$ cat config.mk
export PLATFORM = sky130hd
export DESIGN_NAME = spec_read_fifo
export DESIGN_NICKNAME = d
export VERILOG_FILES = /design/src/rtl/spec_read_fifo.sv
export SDC_FILE = /design/constraint.sdc
export NUM_CORES = 1
export LEC_CHECK = 0
export ABC_AREA = 1
export CAP_MARGIN = 30
export CORE_MARGIN = 2
export CORE_UTILIZATION = 68
export CTS_BUF_LIST = sky130_fd_sc_hd__clkbuf_4
export DETAILED_ROUTE_END_ITERATION = 8
export PLACE_DENSITY = 0.87
export RECOVER_POWER = 25
export SYNTH_ARGS = -nofsm -noshare
export SYNTH_HDL_FRONTEND = slang
export SYNTH_SLANG_ARGS = --single-unit
$ cat constraint.sdc
create_clock -name clk -period 4.4 [get_ports clk]
set_input_delay 0.88 -clock clk [delete_from_list [all_inputs] [get_ports clk]]
set_output_delay 0.88 -clock clk [all_outputs]
set_load 0.02 [all_outputs]
$ cat src/rtl/spec_read_fifo.sv
// Speculative-read FIFO: reads are tentative until commit, or rewound by revert.
// Latency: a written entry is visible on valid_out/data_out one cycle after the write.
// Backpressure: ready_in = ~full; read-but-uncommitted entries still occupy space.
// Optional build macro SPEC_READ_FIFO_PENDING_EN adds the 'pending' output (count - spec_count).
module spec_read_fifo #(
    parameter int WIDTH = 8,
    parameter int DEPTH = 16
) (
    input  logic                     clk,
    input  logic                     reset,
    output logic                     ready_in,
    input  logic                     valid_in,
    input  logic [WIDTH-1:0]         data_in,
    input  logic                     ready_out,
    output logic                     valid_out,
    output logic [WIDTH-1:0]         data_out,
    input  logic                     commit,
    input  logic                     revert
`ifdef SPEC_READ_FIFO_PENDING_EN
    ,
    output logic [$clog2(DEPTH):0]   pending
`endif
);

    localparam int AW = $clog2(DEPTH);
    localparam int CW = AW + 1;

    logic [WIDTH-1:0] r_mem [DEPTH];
    logic [AW-1:0]    r_wr_ptr;
    logic [AW-1:0]    r_rd_ptr;
    logic [AW-1:0]    r_spec_rd_ptr;
    logic [CW-1:0]    r_count;
    logic [CW-1:0]    r_spec_count;

    logic             w_full;
    logic             w_wr;
    logic             w_rd;
    logic [AW-1:0]    w_spec_rd_ptr_adv;
    logic [CW-1:0]    w_spec_count_adv;
    logic [CW-1:0]    w_count_wr;

    // Handshake qualification and the "normal progress" next values shared by all branches.
    always_comb begin
        w_full            = (r_count == CW'(DEPTH));
        w_wr              = valid_in & ~w_full;
        w_rd              = ready_out & (r_spec_count != '0);
        w_spec_rd_ptr_adv = r_spec_rd_ptr + AW'(w_rd);
        w_spec_count_adv  = r_spec_count + CW'(w_wr) - CW'(w_rd);
        w_count_wr        = r_count + CW'(w_wr);
    end

    assign ready_in  = ~w_full;
    assign valid_out = (r_spec_count != '0);
    assign data_out  = r_mem[r_spec_rd_ptr];

`ifdef SPEC_READ_FIFO_PENDING_EN
    assign pending = r_count - r_spec_count;
`endif

    // Storage write; contents are deliberately not reset, only the pointers are.
    always_ff @(posedge clk) begin
        if (w_wr) begin
            r_mem[r_wr_ptr] <= data_in;
        end
    end

    // Pointer/occupancy update: commit wins over revert, writes always land.
    always_ff @(posedge clk) begin
        if (reset) begin
            r_wr_ptr      <= '0;
            r_rd_ptr      <= '0;
            r_spec_rd_ptr <= '0;
            r_count       <= '0;
            r_spec_count  <= '0;
        end else begin
            if (w_wr) begin
                r_wr_ptr <= r_wr_ptr + AW'(1);
            end
            if (commit) begin
                // Retire every speculative read, including one in this cycle.
                r_rd_ptr      <= w_spec_rd_ptr_adv;
                r_spec_rd_ptr <= w_spec_rd_ptr_adv;
                r_count       <= w_spec_count_adv;
                r_spec_count  <= w_spec_count_adv;
            end else if (revert) begin
                // Rewind to the committed point; a same-cycle read is dropped.
                r_spec_rd_ptr <= r_rd_ptr;
                r_count       <= w_count_wr;
                r_spec_count  <= w_count_wr;
            end else begin
                r_spec_rd_ptr <= w_spec_rd_ptr_adv;
                r_count       <= w_count_wr;
                r_spec_count  <= w_spec_count_adv;
            end
        end
    end

endmodule

Word-level counts from Yosys, hierarchy flattened
Memories as Yosys holds them, arrays and structs flattened. A register that Yosys moved wholly into a read port is not among the register bits.
Index checks and enable logic that the tools add are counted.
{"block": "word_totals", "ff_bits": 22, "latchBits": 0, "ram_bits": 128, "rom_bits": 0, "inputBits": 14, "output_inout_bits": 10, "word_cells": 24, "n_memories": 1}
{"name": "r_mem", "words": 16, "word_bits": 8, "read_ports": 1, "rd_ports_with_merged_regs": 1, "wr": 1, "line_no": "28", "source": "logic [WIDTH-1:0] r_mem [DEPTH];"}
{"block": "op_classes", "add_sub_neg": 5, "mul": 0, "div": 0, "magnitude_cmp": 0, "n_eq_ne": 1, "shifts": 0, "mux": 8, "n_bitwise": 3, "reduce_logical": 1}
{"op": "5-bit 2-to-1 mux", "count": 3}
{"op": "4-bit 2-to-1 mux", "count": 3}
{"op": "5-bit by 1-bit adder with 5-bit output", "count": 2}
{"op": "5-bit equality test, second input constant", "count": 1}
{"op": "5-bit nonzero test", "count": 1}
{"op": "5-bit by 1-bit subtractor with 5-bit output", "count": 1}
{"op": "4-bit by 1-bit adder with 4-bit output", "count": 1}
{"op": "4-bit by 1-bit adder with 4-bit output, second input constant", "count": 1}
{"op": "1-bit AND", "count": 2}
{"op": "1-bit 2-to-1 mux", "count": 2}
{"op": "1-bit NOT", "count": 1}

Logic depth before layout (Yosys ltp)
{"block": "logic_depth", "depth_word": 7, "ltp_mapped": 14, "depth_no_buf": 14}

Worst setup path after synthesis
Ideal clock, no wire load.
{"block": "synth_timing", "path_type": "input to register", "from": "in ready_out", "to": "reg r_spec_count[4]", "setup_ps": 119, "t_arrival_ps": 2304, "t_required_ps": 4281, "setup_slack_ps": 1977, "cell_stages": 11, "path_buffers": 0, "path_cell_list": "and2_1 > ha_1 > inv_1 > ha_1 > inv_1 > fa_1 > nand3b_1 > nand2_1 > nand2_1 > nand2_1 > a21oi_1"}
{"block": "synth_between", "elab_chain_len": 4}
{"item": "start, declared", "line_no": "14", "source": "input logic ready_out,"}
{"item": "1-bit AND (*)", "line_no": "46", "source": "w_rd = ready_out & (r_spec_count != '0);"}
{"item": "5-bit by 1-bit subtractor with 5-bit output (*)", "line_no": "48", "source": "w_spec_count_adv = r_spec_count + CW'(w_wr) - CW'(w_rd);"}
{"item": "5-bit 2-to-1 mux", "line_no": "85", "source": "end else if (revert) begin"}
{"item": "5-bit 2-to-1 mux (*)", "line_no": "79", "source": "if (commit) begin"}
{"item": "end signal, assigned", "line_no": "84", "source": "r_spec_count <= w_spec_count_adv;"}
{"item": "end signal, assigned", "line_no": "89", "source": "r_spec_count <= w_count_wr;"}
{"item": "end signal, assigned", "line_no": "93", "source": "r_spec_count <= w_spec_count_adv;"}
{"item": "end, declared", "line_no": "33", "source": "logic [CW-1:0] r_spec_count;"}
Every way passes the cells marked *; elsewhere a longest branch is shown, timed or not.
A chain may end at the register's enable or synchronous reset.

==> key figures <==
Global routing
  • Gr ovfl total: 0
  • Pin count of the biggest net entering global routing: 66
  • Gr usage total: 28.7%
  • First-pass GRT wire length: about 24000 um
  • Vias in the first global route: 4789
  • Initial antenna violation count: 0

Clock network
  • Post-CTS setup buffers: 0
  • Hold-fix buffers, CTS: 0
  • Clk slew on worst S/H paths: between 100 and 150 ps
  • CTS tree: built
  • Clock sinks: 150
  • H-tree Lvls: 4
  • CTS Buf Count: 17
  • Root buffer cell: clkbuf_4
  • Clk buf depth: 2
  • Clk_lat worst skew: 550 ps
  • Post-cts sizing count: 0

Layout
  • Core Util, Final: between 70% and 80%
  • Most common cell after layout, fill and taps aside: nand2_1
  • Ant. Diodes: 0
  • Finished Cell Area: 0.00737 sq mm
  • Final nets: roughly 750
  • Area Overhead vs Synth: 8.04%
  • Most frequent cells in the layout: nand2_1 (195), edfxtp_1 (128), inv_1 (118)
  • Post-Layout Cell Count: 866
  • Share of layout cells above drive strength 1: 5.87%

Routing
  • Detailed Route WL: 15000 um
  • Routed vias: between 4000 and 5000
  • Via density: 5.66
  • Final routed wire length divided by cell count: roughly 17 um
  • DRC viols: 0
  • Initial DRC Count: between 400 and 500
  • Post-route ant nets: 0
  • DRT Pass-1 Iters: 5

Power
  • P_leak: between 3 and 4 nW
  • Power, Total: 3.48 mW
  • Pwr Density: about 470 mW/mm^2
  • Peak supply drop: approximately 340 uV

Floorplanning
  • Core Box Area: just under 0.01 sq mm
  • Boundary pin count: 24
  • Initial core utilization: a little over two thirds
  • Cell Rows: 36
  • Die width: 104 um
  • Die Y: around 100 um
  • Full die area: 0.0108 sq mm

Placement
  • DP Area: 0.00706 sq mm
  • HPWL Detailed: 9380 um
  • IO buf count: 23
  • GPL Wtd Cong: 0.882
  • Inst Count DP: approximately 830

Timing
  • Slew headroom: between 40 and 50%
  • Unrepaired setup endpoints after global routing: no
  • Final Skew: between 15 and 20 ps
  • Final Max Tran Viols: 0
  • FMAX: 0.276 GHz
  • Sum Neg Setup Slack: 0 ps
  • Tcrit/Tclk final: between 80% and 90%
  • Tightest Pin Transition: ~830 ps
  • Endpoints failing setup: 0
  • Tmin final: between 3000 and 4000 ps
  • Final Hold Fails: 0

Worst setup path
  • Buf/Inv on CP: 2
  • R2r worst-path depth: 12
  • Worst-path cell chain: buf_4, nand2_1, nand2_1, nand2_1, nand3_1, nand3_1, nand2_1, clkdlybuf4s50_1
  • Worst path depth: 8
  • Critical Path Fanout Max: 65
  • Worst EP required: ~3500 ps
  • Max incr delay on CP: 610 ps
  • Crit Reg-Reg Endpoint: r_count[2]
  • Crit path launch type: flip-flop
  • Critical Path Most Common Cell: nand2_1
  • CP Capture Point: data_out[7]
  • Crit. End Element: output port
  • Top Family by Delay on Critical Path: buffers and inverters
  • Crit path from: r_spec_rd_ptr[0]
  • Worst path slowest cell: clkdlybuf4s50_1
  • FF-to-FF setup slack: between 2000 and 2500 ps
  • Reg2reg start: r_spec_count[2]
  • Crit path kind: flip-flop to output port
  • CP Data Arrival Time: roughly 2700 ps

Synthesis
  • Avg Inst Size Synth: around 9.7 sq um
  • Mapped cell area: slightly below 0.007 sq mm
  • Synthesis Warnings: 0
  • Post-Syn Nets: 729
  • Sequential area share after synthesis: approximately 63%
  • Post-Synthesis Cells: 700
  • Yosys reg bits: 150
  • Post-synth cell types: 27

Hold path
  • HP Class: flip-flop to flip-flop

Outcome
  • Status: finished, final reports clean

Run
  • Max_cap viols: 0
[report_power, final]
group	total (mW)	leakage [nW]	internal, mW	switching, mW
logic	0.903	1.68	0.313	0.590
registers	1.67	1.34	1.62	0.0491
clock network	0.905	0.164	0.451	0.454
[worst register-to-register path: cells and delay by family (launching register included)]
family | cells | cell delay (ps)
compound gates | 2 | 250
xor+xnor | 1 | 240
fa+ha+maj | 4 | 970
buf+inv | 3 | 180
flops | 1 | 370
simple gates | 2 | 280
[cells by family after synthesis]
family / synth area share, %
simple gates: 21.8
fa+ha+maj: 2.86
xor+xnor: 0.771
compound gates: 2.04
flops: 62.8
buf+inv: 9.65
[cell type report]
cell class | instances | area (sq um)
sequential | 150 | 4290
fill | 639 | 2410
multi-input combinational | 400 | 1880
inverter | 123 | 467
timing repair buffer | 28 | 268
tap | 133 | 166
clock inverter | 13 | 161
clock buffer | 19 | 143
[metrics by stage]
step / hold WS [ps] / setup WS, ps
finish: 508 / 775
detailed placement: 486 / 1310
CTS: 508 / 799
global route: 532 / 601
global placement: 461 / 1390
floorplan: 444 / 1980
[cells in the mapped netlist]
master    instances  area [sq um]
edfxtp_1        128          3840
inv_6             1          8.76
a221oi_1          1          8.76
buf_6             8          90.1
o211ai_1          1          7.51
xnor2_1           2          17.5
inv_1           118           443
and2_1            1          6.26
o21ai_0          13          65.1
xor2_1            4          35.0
buf_4             3          22.5
nand2_4           1          11.3
nand3_1         107           536
nand4_1           1          6.26
clkbuf_1          1          3.75
nand2_1         195           732
dfxtp_1          22           440
nor2_1           43           161
a21oi_1          10          50.1
nand2_2           3          18.8
ha_1             14           175
buf_2            15          75.1
inv_2             4          15.0
a211oi_1          1          7.51
nand3_2           1          10.0
nand3b_1          1          7.51
fa_1              1          20.0
[registers in the layout, indices dropped and copies added, names as in the netlist]
register       flops
r_spec_count       5
r_wr_ptr           4
r_mem            128
r_spec_rd_ptr      4
r_rd_ptr           4
r_count            5
[how the worst min path moves through the flow]
stage | from | endpoint | slack [ps] | cells past startpoint
after floorplan | r_rd_ptr[2] | r_rd_ptr[2] | 440 | 2
after global placement | r_rd_ptr[2] | r_rd_ptr[2] | 460 | 2
after detailed placement | r_rd_ptr[2] | r_rd_ptr[2] | 490 | 2
after CTS | r_rd_ptr[2] | r_rd_ptr[2] | 510 | 2
after global routing | r_rd_ptr[2] | r_rd_ptr[2] | 530 | 2
final | r_rd_ptr[2] | r_rd_ptr[2] | 510 | 2
[routing by layer]
| metal | wire length, um | global-route usage (%) | vias up |
|---|---|---|---|
| li1 | - | - | 2300 |
| met1 | 5460 | 35.3 | 2258 |
| met2 | 7440 | 48.6 | 294 |
| met3 | 1580 | 7.52 | 51 |
| met4 | 497 | 12.0 | 0 |
| met5 | 0 | 0 | - |
(Power assumes the default switching activity.)
